## config.mk

```make
export PLATFORM = sky130hd
export DESIGN_NAME = seven_seg_scan
export DESIGN_NICKNAME = d
export VERILOG_FILES = /design/src/rtl/seven_seg_scan.sv
export SDC_FILE = /design/constraint.sdc
export NUM_CORES = 1
export LEC_CHECK = 0
export ABC_AREA = 0
export ABC_CLOCK_PERIOD_IN_PS = 2800
export BUFFER_PORTS_ARGS = -buffer_cell sky130_fd_sc_hd__buf_4
export CORE_ASPECT_RATIO = 1.25
export CORE_MARGIN = 4
export CORE_UTILIZATION = 50
export CTS_BUF_LIST = sky130_fd_sc_hd__clkbuf_4
export DETAILED_ROUTE_END_ITERATION = 10
export PLACE_DENSITY = 0.71
export RECOVER_POWER = 50
export SETUP_SLACK_MARGIN = 0.2
export SYNTH_ARGS = -nofsm -noshare
export SYNTH_HDL_FRONTEND = slang
export SYNTH_SLANG_ARGS = --single-unit
```

## constraint.sdc

```tcl
create_clock -name clk -period 2.8 [get_ports clk]
set_input_delay 0.28 -clock clk [delete_from_list [all_inputs] [get_ports clk]]
set_output_delay 0.28 -clock clk [all_outputs]
set_load 0.01 [all_outputs]
```

## src/rtl/seven_seg_scan.sv

```systemverilog
// Scans a 4-digit common-anode seven-segment display, one digit per rising edge of div_clk.
// Latency: div_clk rise -> tick 2-3 clk; tick -> DEAD_CYCLES blank cycles -> next digit shown.
// Backpressure: none; ticks that arrive while blanking are dropped, not queued.
module seven_seg_scan #(
  parameter int DEAD_CYCLES = 16,
  parameter bit LZ_SUPPRESS = 1'b1
) (
  input  logic        clk,
  input  logic        rst_n,
  input  logic        div_clk,
  input  logic [15:0] digits,
  input  logic [3:0]  dp_en,
  output logic [3:0]  an,
  output logic [6:0]  seg,
  output logic        dp
);

  localparam logic [0:0]  ST_BLANK  = 1'b0;
  localparam logic [0:0]  ST_SHOW   = 1'b1;
  localparam logic [11:0] DEAD_LAST = 12'(DEAD_CYCLES - 1);

  logic        s1, s2, s3;
  logic        tick;
  logic [0:0]  state, state_nxt;
  logic [11:0] dead_cnt, dead_nxt;
  logic [1:0]  idx, idx_nxt;
  logic [15:0] shadow_digits;
  logic [3:0]  shadow_dp;
  logic        snap_done;
  logic        snap;
  logic [3:0]  nib_sel;
  logic        lz_blank;
  logic [3:0]  an_nxt;
  logic [6:0]  seg_nxt;
  logic        dp_nxt;

  // Hex nibble to active-low {g,f,e,d,c,b,a}.
  function automatic logic [6:0] hex_to_seg(input logic [3:0] nib);
    logic [6:0] s;
    case (nib)
      4'h0:    s = 7'b1000000;
      4'h1:    s = 7'b1111001;
      4'h2:    s = 7'b0100100;
      4'h3:    s = 7'b0110000;
      4'h4:    s = 7'b0011001;
      4'h5:    s = 7'b0010010;
      4'h6:    s = 7'b0000010;
      4'h7:    s = 7'b1111000;
      4'h8:    s = 7'b0000000;
      4'h9:    s = 7'b0010000;
      4'hA:    s = 7'b0001000;
      4'hB:    s = 7'b0000011;
      4'hC:    s = 7'b1000110;
      4'hD:    s = 7'b0100001;
      4'hE:    s = 7'b0000110;
      default: s = 7'b0001110;
    endcase
    return s;
  endfunction

  // Rising edge of the synchronised divided wave; one pulse per div_clk period.
  assign tick = s2 & ~s3;

  // Scan FSM: count out the dead time in BLANK, advance the digit on a tick in SHOW.
  always_comb begin
    state_nxt = state;
    dead_nxt  = dead_cnt;
    idx_nxt   = idx;
    snap      = ~snap_done;
    case (state)
      ST_BLANK: begin
        if (dead_cnt == DEAD_LAST) begin
          state_nxt = ST_SHOW;
          dead_nxt  = 12'd0;
        end else begin
          dead_nxt = dead_cnt + 12'd1;
        end
      end
      default: begin
        if (tick) begin
          idx_nxt   = idx + 2'd1;
          state_nxt = ST_BLANK;
          dead_nxt  = 12'd0;
          // Leaving digit 3 starts a new frame: latch a fresh coherent value.
          if (idx_nxt == 2'd0) begin
            snap = 1'b1;
          end
        end
      end
    endcase
  end

  // Leading-zero blanking judged on the frozen frame value, never on live inputs.
  always_comb begin
    lz_blank = 1'b0;
    if (LZ_SUPPRESS) begin
      case (idx_nxt)
        2'd3:    lz_blank = (shadow_digits[15:12] == 4'h0);
        2'd2:    lz_blank = (shadow_digits[15:8] == 8'h00);
        2'd1:    lz_blank = (shadow_digits[15:4] == 12'h000);
        default: lz_blank = 1'b0;
      endcase
    end
  end

  // Next output values, computed for the upcoming state so the outputs can be registered.
  always_comb begin
    nib_sel = shadow_digits[{idx_nxt, 2'b00} +: 4];
    an_nxt  = 4'b1111;
    seg_nxt = 7'b1111111;
    dp_nxt  = 1'b1;
    if (state_nxt == ST_SHOW) begin
      an_nxt  = ~(4'b0001 << idx_nxt);
      seg_nxt = lz_blank ? 7'b1111111 : hex_to_seg(nib_sel);
      dp_nxt  = ~shadow_dp[idx_nxt];
    end
  end

  // All state: synchroniser, FSM, frame snapshot and registered outputs.
  always_ff @(posedge clk) begin
    if (!rst_n) begin
      s1            <= 1'b0;
      s2            <= 1'b0;
      s3            <= 1'b0;
      state         <= ST_BLANK;
      dead_cnt      <= 12'd0;
      idx           <= 2'd0;
      shadow_digits <= 16'h0000;
      shadow_dp     <= 4'h0;
      snap_done     <= 1'b0;
      an            <= 4'b1111;
      seg           <= 7'b1111111;
      dp            <= 1'b1;
    end else begin
      s1        <= div_clk;
      s2        <= s1;
      s3        <= s2;
      state     <= state_nxt;
      dead_cnt  <= dead_nxt;
      idx       <= idx_nxt;
      snap_done <= 1'b1;
      if (snap) begin
        shadow_digits <= digits;
        shadow_dp     <= dp_en;
      end
      an  <= an_nxt;
      seg <= seg_nxt;
      dp  <= dp_nxt;
    end
  end

endmodule

```

Yosys cells after proc, flatten, opt, wreduce, memory -nomap -nowiden
Memories as Yosys holds them, arrays and structs flattened. A register that Yosys moved wholly into a read port is not among the register bits.
Cells that the tools add are included.
{ "classes": {"n_mux": 15, "bitwise": 7, "n_eq_ne": 5, "reduce_logical": 6, "shift": 2, "addsub": 2, "order_cmp": 1} }
{ "op_table": {"columns": ["operator", "n"], "rows": [
  ["$mux W12", 3],
  ["$shiftx A16 B5 Y4", 1],
  ["$add A12 B1 Y12 const B", 1],
  ["$eq A12 B4 Y1 const B", 1],
  ["$logic_not A12 Y1", 1],
  ["$logic_not A8 Y1", 1],
  ["$mux W1", 8],
  ["$not A1 Y1", 5],
  ["$eq A2 B2 Y1 const B", 2],
  ["$logic_not A4 Y1", 1],
  ["$mux W2", 2],
  ["$not A4 Y4", 1],
  ["$shl A1 B2 Y4 const A", 1],
  ["$lt A2 B3 Y1 const B", 1],
  ["$pmux W1 S3", 1],
  ["$reduce_or A3 Y1", 1],
  ["$add A2 B1 Y2 const B", 1],
  ["$bmux W1 S2", 1],
  ["$eq A2 B1 Y1 const B", 1],
  ["$logic_not A2 Y1", 1],
  ["$ne A2 B2 Y1 const B", 1],
  ["$reduce_and A2 Y1", 1],
  ["$and A1 B1 Y1", 1]
]} }
{ "totals": {"inputBits": 23, "n_memories": 1, "wordCells": 50, "register_bits": 44, "romBits": 112} }
{ "mem_list": {"columns": ["name", "words", "word_bits", "read_ports", "rd_clocked_by_memory_dff", "write_ports", "line", "rtl"], "rows": [
  ["(no name shown)", 16, 7, 1, 1, 0, "40", "case (nib)"]
]} }

Logic depth before layout (Yosys ltp)
Gate-level depths: netlist of run 1.
{ "logic_depth": {"ltp_word": 7, "ltp_mapped": 11} }

Worst setup path before layout of run 1
No wires, ideal clock.
{ "synth_timing": {"kind": "reg-to-reg", "start": "register idx[0]", "end": "register seg[3]", "t_required_ns": 2.683, "path_slack_ns": 0.211, "arrival_ns": 2.472, "path_stages_with_launch": 9, "n_path_buf": 1, "cell_sequence": "dfxtp_1 -> ha_1 -> buf_6 -> mux4_2 -> mux2i_1 -> inv_1 -> ha_1 -> mux4_1 -> nand2b_1"} }
{ "synth_via": {"elab_chain_len": 6, "elab_cells_between_ends": 9, "cone_classes": "1 x add/sub; 3 x eq/ne; 1 x shift; 3 x mux; 1 x reduce/logical"} }
{ "synth_rtl": {"columns": ["element", "line", "rtl"], "rows": [
  ["start: declaration", "26", "logic [1:0] idx, idx_nxt;"],
  ["start signal: assignment", "140", "idx <= idx_nxt;"],
  ["$add A2 B1 Y2", "81", "idx_nxt = idx + 2'd1;"],
  ["$mux W2", "80", "if (tick) begin"],
  ["$mux W2 (*)", "70", "case (state)"],
  ["$eq A2 B1 Y1 or $eq A2 B2 Y1 (tied branches)", "97", "case (idx_nxt)"],
  ["$pmux W1 S3", "97", null],
  ["$reduce_or A3 Y1 (no source line)", null, null],
  ["end: declaration", "14", "output logic [6:0] seg,"]
]} }
Every way passes the cells marked *; elsewhere a longest branch is shown, timed or not.
A chain may end at the register's enable or synchronous reset.

Worst setup path in the final report of run 1
Same ends and word-level chain as after synthesis.

==> metrics, run 1 <==
reg2reg start idx[0]; die area 6260 um^2; CP peak stage delay 0.57 ns; crit end category flop; Slew HR 0.152; CP delay by family, top multiplexers; crit path from idx[0]; pre-CTS setup slack 0.322 ns; clk_lat worst skew 0.36 ns; Final GP Congestion 0.840; Pwr Density 490 nW/um^2; post_cts resized 0; share of layout cells above drive strength 1 0.155; Worst Setup Start Kind flop; core area 4800 um^2; Worst EP arrival 2.72 ns; status finished, final reports clean; sequential area share after synthesis 0.404; Post-synth EDFFs 0; library cells used by synthesis 43; GR Util All Layers 0.162; RSZ-0062 raised after global routing false; Bufs and invs on worst path 1; Worst EP required 3.06 ns; vias in the first global route 1886; worst-path maximum fanout 7; top cells by count, synth nand2_1 (59), dfxtp_1 (51), a21boi_0 (21); fin crit share 0.878; critical-path cell list ha_1 > buf_4 > mux4_2 > mux2i_4 > mux4_1 > nand2b_1; largest net degree at the start of global routing 40; area of the mapped netlist 2520 um^2; Yosys reg bits 51; first-pass GRT wire length 8.25 mm; DR vias/cell 5.48; Iteration-0 DRC Markers 94; fin. max-slew vios 0; I/O pin cnt 35; initial antenna violation count 0; setup violators final 0; Worst-Margin Slew 1.27 ns; syn avg cell area 8.99 um^2; Area growth, synth to finish 12.7%; fill cell count 444; die width 71.6 um; Synth area leader dfxtp_1; Final HPWL DP 3.56 mm; FP Rows 28; Worst VDD drop 0.318 mV; Max H-tree Level 2; Syn Inst Count 281; grt total ovfl 0; ys flop type dfxtp_1; ys async rst share 0; clk slew on worst S/H paths 0.14 ns; Fin Clk Skew 0.00854 ns; TritonCTS clock tree built; Die Y-Extent 87.5 um; reg-to-reg setup timing slack 0.34 ns; Final Hold Viols 0; top post-synthesis cells by area dfxtp_1 (40%), nand2_1 (8.8%), a21boi_0 (6.2%), mux4_2 (6.2%), ha_1 (3.5%); Post-CTS Setup Repair Bufs 0; Final ANT Viol Nets 0; setup ws final 0.343 ns; HP Class primary input to flop; Lkg Pwr 1.13 nW; most frequent cell after synthesis nand2_1; hold_buf cts 0; Initial Util 0.526; MaxCap Viol Count 0; CTS buffer count 5; DRT Pass-1 Iters 4; DR DRC count 0; CTS root buf clkbuf_4; via count of the routed design 2021; Setup TNS 0 ns; Crit-path slowest cell mux4_1; Max Buffers Root-to-Sink 2; CP Class flop to flop; antenna fix cells 0; post-synth top area share 0.404; min cycle time layout 2.46 ns; drt wl/cell 13.4 um; f_max 0.407 GHz; syn_nets 311; Total Wirelength 4.95 mm; Final nets 338; Sink Count 51; I/O Buffers 34; Yosys warnings 0; Hold Path Origin div_clk
kinds of logic after synthesis:
group,synth area share
buf+inv,0.0491
xor+xnor,0.00644
fa+ha+maj,0.0347
compound gates,0.170
simple gates,0.233
flops,0.404
mux,0.102
stage by stage:
stage / util / hold slack (ns) / power (mW) / std cells / instance area (um^2)
2_1_floorplan: - / 0.308 / 0.854 / 281 / 2520
3_3_place_gp: 0.582 / 0.416 / 0.894 / 361 / 2790
3_5_place_dp: 0.582 / 0.424 / 0.896 / 361 / 2790
4_1_cts: 0.603 / 0.101 / 1.41 / 369 / 2900
5_1_grt: 0.593 / 0.117 / 1.46 / 369 / 2850
6_report: 0.593 / 0.109 / 1.39 / 369 / 2850
state kept, by name, summed over array words and instances, names as in the netlist, 2 cells and up:
register	count
idx	2
dead_cnt	12
an	4
seg	7
shadow_digits	16
shadow_dp	4
where the power goes:
group | internal, mW | switching, mW | leakage, nW
Clock | 0.288 | 0.225 | 0.0559
Sequential | 0.748 | 0.0184 | 0.417
Combinational | 0.0614 | 0.0534 | 0.653
final cells by class:
class | count | area [um^2] | share of cell area
Clock buffer | 6 | 45.0 | 0.0158
Clock inverter | 2 | 60.1 | 0.0211
Inverter | 4 | 15.0 | 0.00528
Multi-Input combinational cell | 206 | 1380 | 0.484
Sequential cell | 51 | 1020 | 0.359
Tap cell | 60 | 75.1 | 0.0264
Timing Repair Buffer | 40 | 251 | 0.0884
cells in the final DEF (no fill, tap or decap), types with 2 or more instances in the layout:
cell type	Yosys	routed
clkbuf_1	10	13
and2_0	0	3
mux2i_1	5	4
clkbuf_4	0	6
nand3_1	8	8
nor4_1	6	6
nor2_1	11	11
or4_1	2	2
a21boi_0	21	21
buf_4	1	27
nor3_1	6	6
and3_1	3	3
o211ai_1	4	4
nor2b_1	11	11
dfxtp_1	51	51
mux4_2	7	7
o31ai_1	2	2
and2_1	9	6
bufinv_16	0	2
o21ai_0	7	7
o21a_1	5	5
a31oi_1	4	4
o221ai_1	2	2
nand2_1	59	59
inv_1	3	3
nand2b_1	3	3
a21oi_1	9	9
ha_1	7	7
final timing paths:
check,to,depth (start not counted)
worst min-delay path,s1,2
worst min register to register,s2,1
worst max register to register,seg[3],6
worst max-delay path,seg[3],6
layer usage:
| metal | GRT usage | vias to the layer above | routed length, um |
|---|---|---|---|
| li1 | - | 1039 | - |
| met1 | 0.205 | 932 | 2290 |
| met2 | 0.276 | 45 | 2330 |
| met3 | 0.0370 | 5 | 275 |
| met4 | 0.0462 | 0 | 60 |
| met5 | 0 | - | 0 |
Note: power is estimated with default switching activity, not from simulation.
==> inputs of run 2 (changes only) <==
--- a/config.mk
+++ b/config.mk
@@ -13,6 +13,7 @@
 export CORE_UTILIZATION = 50
 export CTS_BUF_LIST = sky130_fd_sc_hd__clkbuf_4
 export DETAILED_ROUTE_END_ITERATION = 10
+export GPL_TIMING_DRIVEN = 0
 export PLACE_DENSITY = 0.71
 export RECOVER_POWER = 50
 export SETUP_SLACK_MARGIN = 0.2
==> metrics, run 2 (same netlist as run 1, synthesis figures left out) <==
status finished, final reports clean; first-pass GRT wire length 9.02 mm (+9.3%); share of layout cells above drive strength 1 0.188 (+0.0325); Worst EP arrival 2.78 ns (+0.06 ns); biggest regs shadow_digits: 16 flops, dead_cnt: 12 flops, seg: 7 flops; DRT Pass-1 Iters 4 (unchanged); grt total ovfl 0 (unchanged); pre-CTS setup slack -0.0894 ns (-0.412 ns); initial antenna violation count 0 (unchanged); Die Y-Extent 87.5 um (unchanged); crit end category flop; Worst EP required 3.06 ns (about the same); drt wl/cell 13.7 um (+1.9%); commonest non-fill, non-tap cell in the layout nand2_1; Worst Setup Start Kind flop; fill cell count 448 (+0.90%); Worst VDD drop 0.272 mV (-14%); hold_buf cts 0 (unchanged); setup violators final 0 (unchanged); die area 6260 um^2 (unchanged); f_max 0.397 GHz (-2.5%); Lkg Pwr 1.18 nW (+4.5%); fin crit share 0.900 (+0.0223); Sink Count 51 (unchanged); max reg flops 16 (unchanged); vias in the first global route 2025 (+7.4%); sequential cell area 1020 um^2 (+0.12%); most frequent cells in the layout nand2_1 (59), dfxtp_1 (50), buf_4 (28); MaxCap Viol Count 0 (unchanged); Iteration-0 DRC Markers 153 (+63%); Hold Path Depth 1 (-1); fin area 2970 um^2 (+4.4%); TritonCTS clock tree built; clk_lat worst skew 0.36 ns (about the same); GR Util All Layers 0.179 (+0.0161); I/O pin cnt 35 (unchanged); Total Wirelength 5.33 mm (+7.7%); Worst-Margin Slew 0.661 ns (-0.612 ns); CP Class flop to flop; Area growth, synth to finish 17.6%; hold endpoint snap_done; min cycle time layout 2.52 ns (+0.0625 ns); Setup TNS 0 ns (unchanged); DR vias/cell 5.46 (-0.33%); Slew HR 0.556 (+0.405); clk slew on worst S/H paths 0.14 ns (about the same); Final ANT Viol Nets 0 (unchanged); fin. max-slew vios 0 (unchanged); Final GP Congestion 0.833 (-0.80%); Worst R2R End seg[3]; Final HPWL DP 3.84 mm (+7.8%); HP Class primary input to flop; area of the multi-input gates 1380 um^2 (+0.45%); Hold Path Origin rst_n; setup ws final 0.280 ns (-0.0625 ns); RSZ-0062 raised after global routing false; die width 71.6 um (unchanged); core area 4800 um^2 (unchanged); CTS buffer count 5 (unchanged); final core utilization 0.619 (+0.0261); largest net degree at the start of global routing 16 (-60%); CTS root buf clkbuf_4; reg-to-reg setup timing slack 0.28 ns (-0.06 ns); Max Buffers Root-to-Sink 2 (unchanged); antenna fix cells 0 (unchanged); DP Area 2860 um^2 (+2.3%); FP Rows 28 (unchanged); I/O Buffers 34 (unchanged); Final Hold Viols 0 (unchanged); via count of the routed design 2129 (+5.3%); Fin Clk Skew 0.0118 ns (+0.00330 ns); Biggest register shadow_digits; DR DRC count 0 (unchanged); worst reg2reg path depth 10 (+4); worst-path maximum fanout 10 (+3); Pwr Density 472 nW/um^2 (-3.6%); Max H-tree Level 2 (unchanged); Final nets 359 (+6.2%); power after layout 1.40 mW (+0.64%); reg2reg start state; Initial Util 0.526 (unchanged)
## run 2: cell count changes in the layout (fill, tap and decap cells not counted), sizes merged
cell    change
clkbuf     +12
buf         +9
## run 2: power breakdown
group / switching [mW] / internal (mW)
logic: 0.0608 / 0.0686
clock network: 0.220 / 0.289
registers: 0.0179 / 0.748
## run 2: worst max-delay path by stage
stage / from / to / slack, ns
3_5_place_dp: idx[0] / seg[3] / -0.09
5_1_grt: state / seg[3] / 0.12
6_report: state / seg[3] / 0.28
4_1_cts: idx[0] / seg[3] / 0.22
3_3_place_gp: idx[0] / seg[3] / -0.01
2_1_floorplan: idx[0] / seg[3] / 0.21
## run 2: per-stage QoR
| stage | hold WS [ns] | instances |
|---|---|---|
| 6_report | 0.0747 | 390 |
| 5_1_grt | 0.0688 | 390 |
| 4_1_cts | 0.0163 | 385 |
| 3_5_place_dp | 0.409 | 375 |
| 3_3_place_gp | 0.409 | 375 |
| 2_1_floorplan | 0.308 | 281 |
## run 2: repair_timing
item | 4_1_cts | 5_1_grt
endpoints found under the setup margin | 1 | 1
pin swaps | 0 | 1
endpoints found under the hold margin | 0 | 0
buffers inserted | 2 | 5
resized for setup | 2 | 7
## run 2: final cells by class
cell class	count	area share
sequential	51	0.344
inverter	4	0.00505
clock inverter	2	0.0202
tap	60	0.0253
clock buffer	6	0.0152
timing repair buffer	41	0.0885
buffer	20	0.0358
multi-input combinational	206	0.466
## run 2: routing by layer
metal	vias up	wire length [um]	track usage
li1	1086	-	-
met1	978	2530	0.228
met2	60	2430	0.302
met3	5	315	0.0289
met4	0	55	0.0650
met5	-	0	0
## run 2: worst max-delay path, stage by stage (launching register included)
cell and delay (ns):
dfxtp_1 0.33, buf_4 0.15, nand3b_1 0.39, nor2_1 0.08, a21oi_1 0.17, o2111a_2 0.27
inv_1 0.09, ha_1 0.28, inv_1 0.06, mux4_2 0.43, nand2b_1 0.14
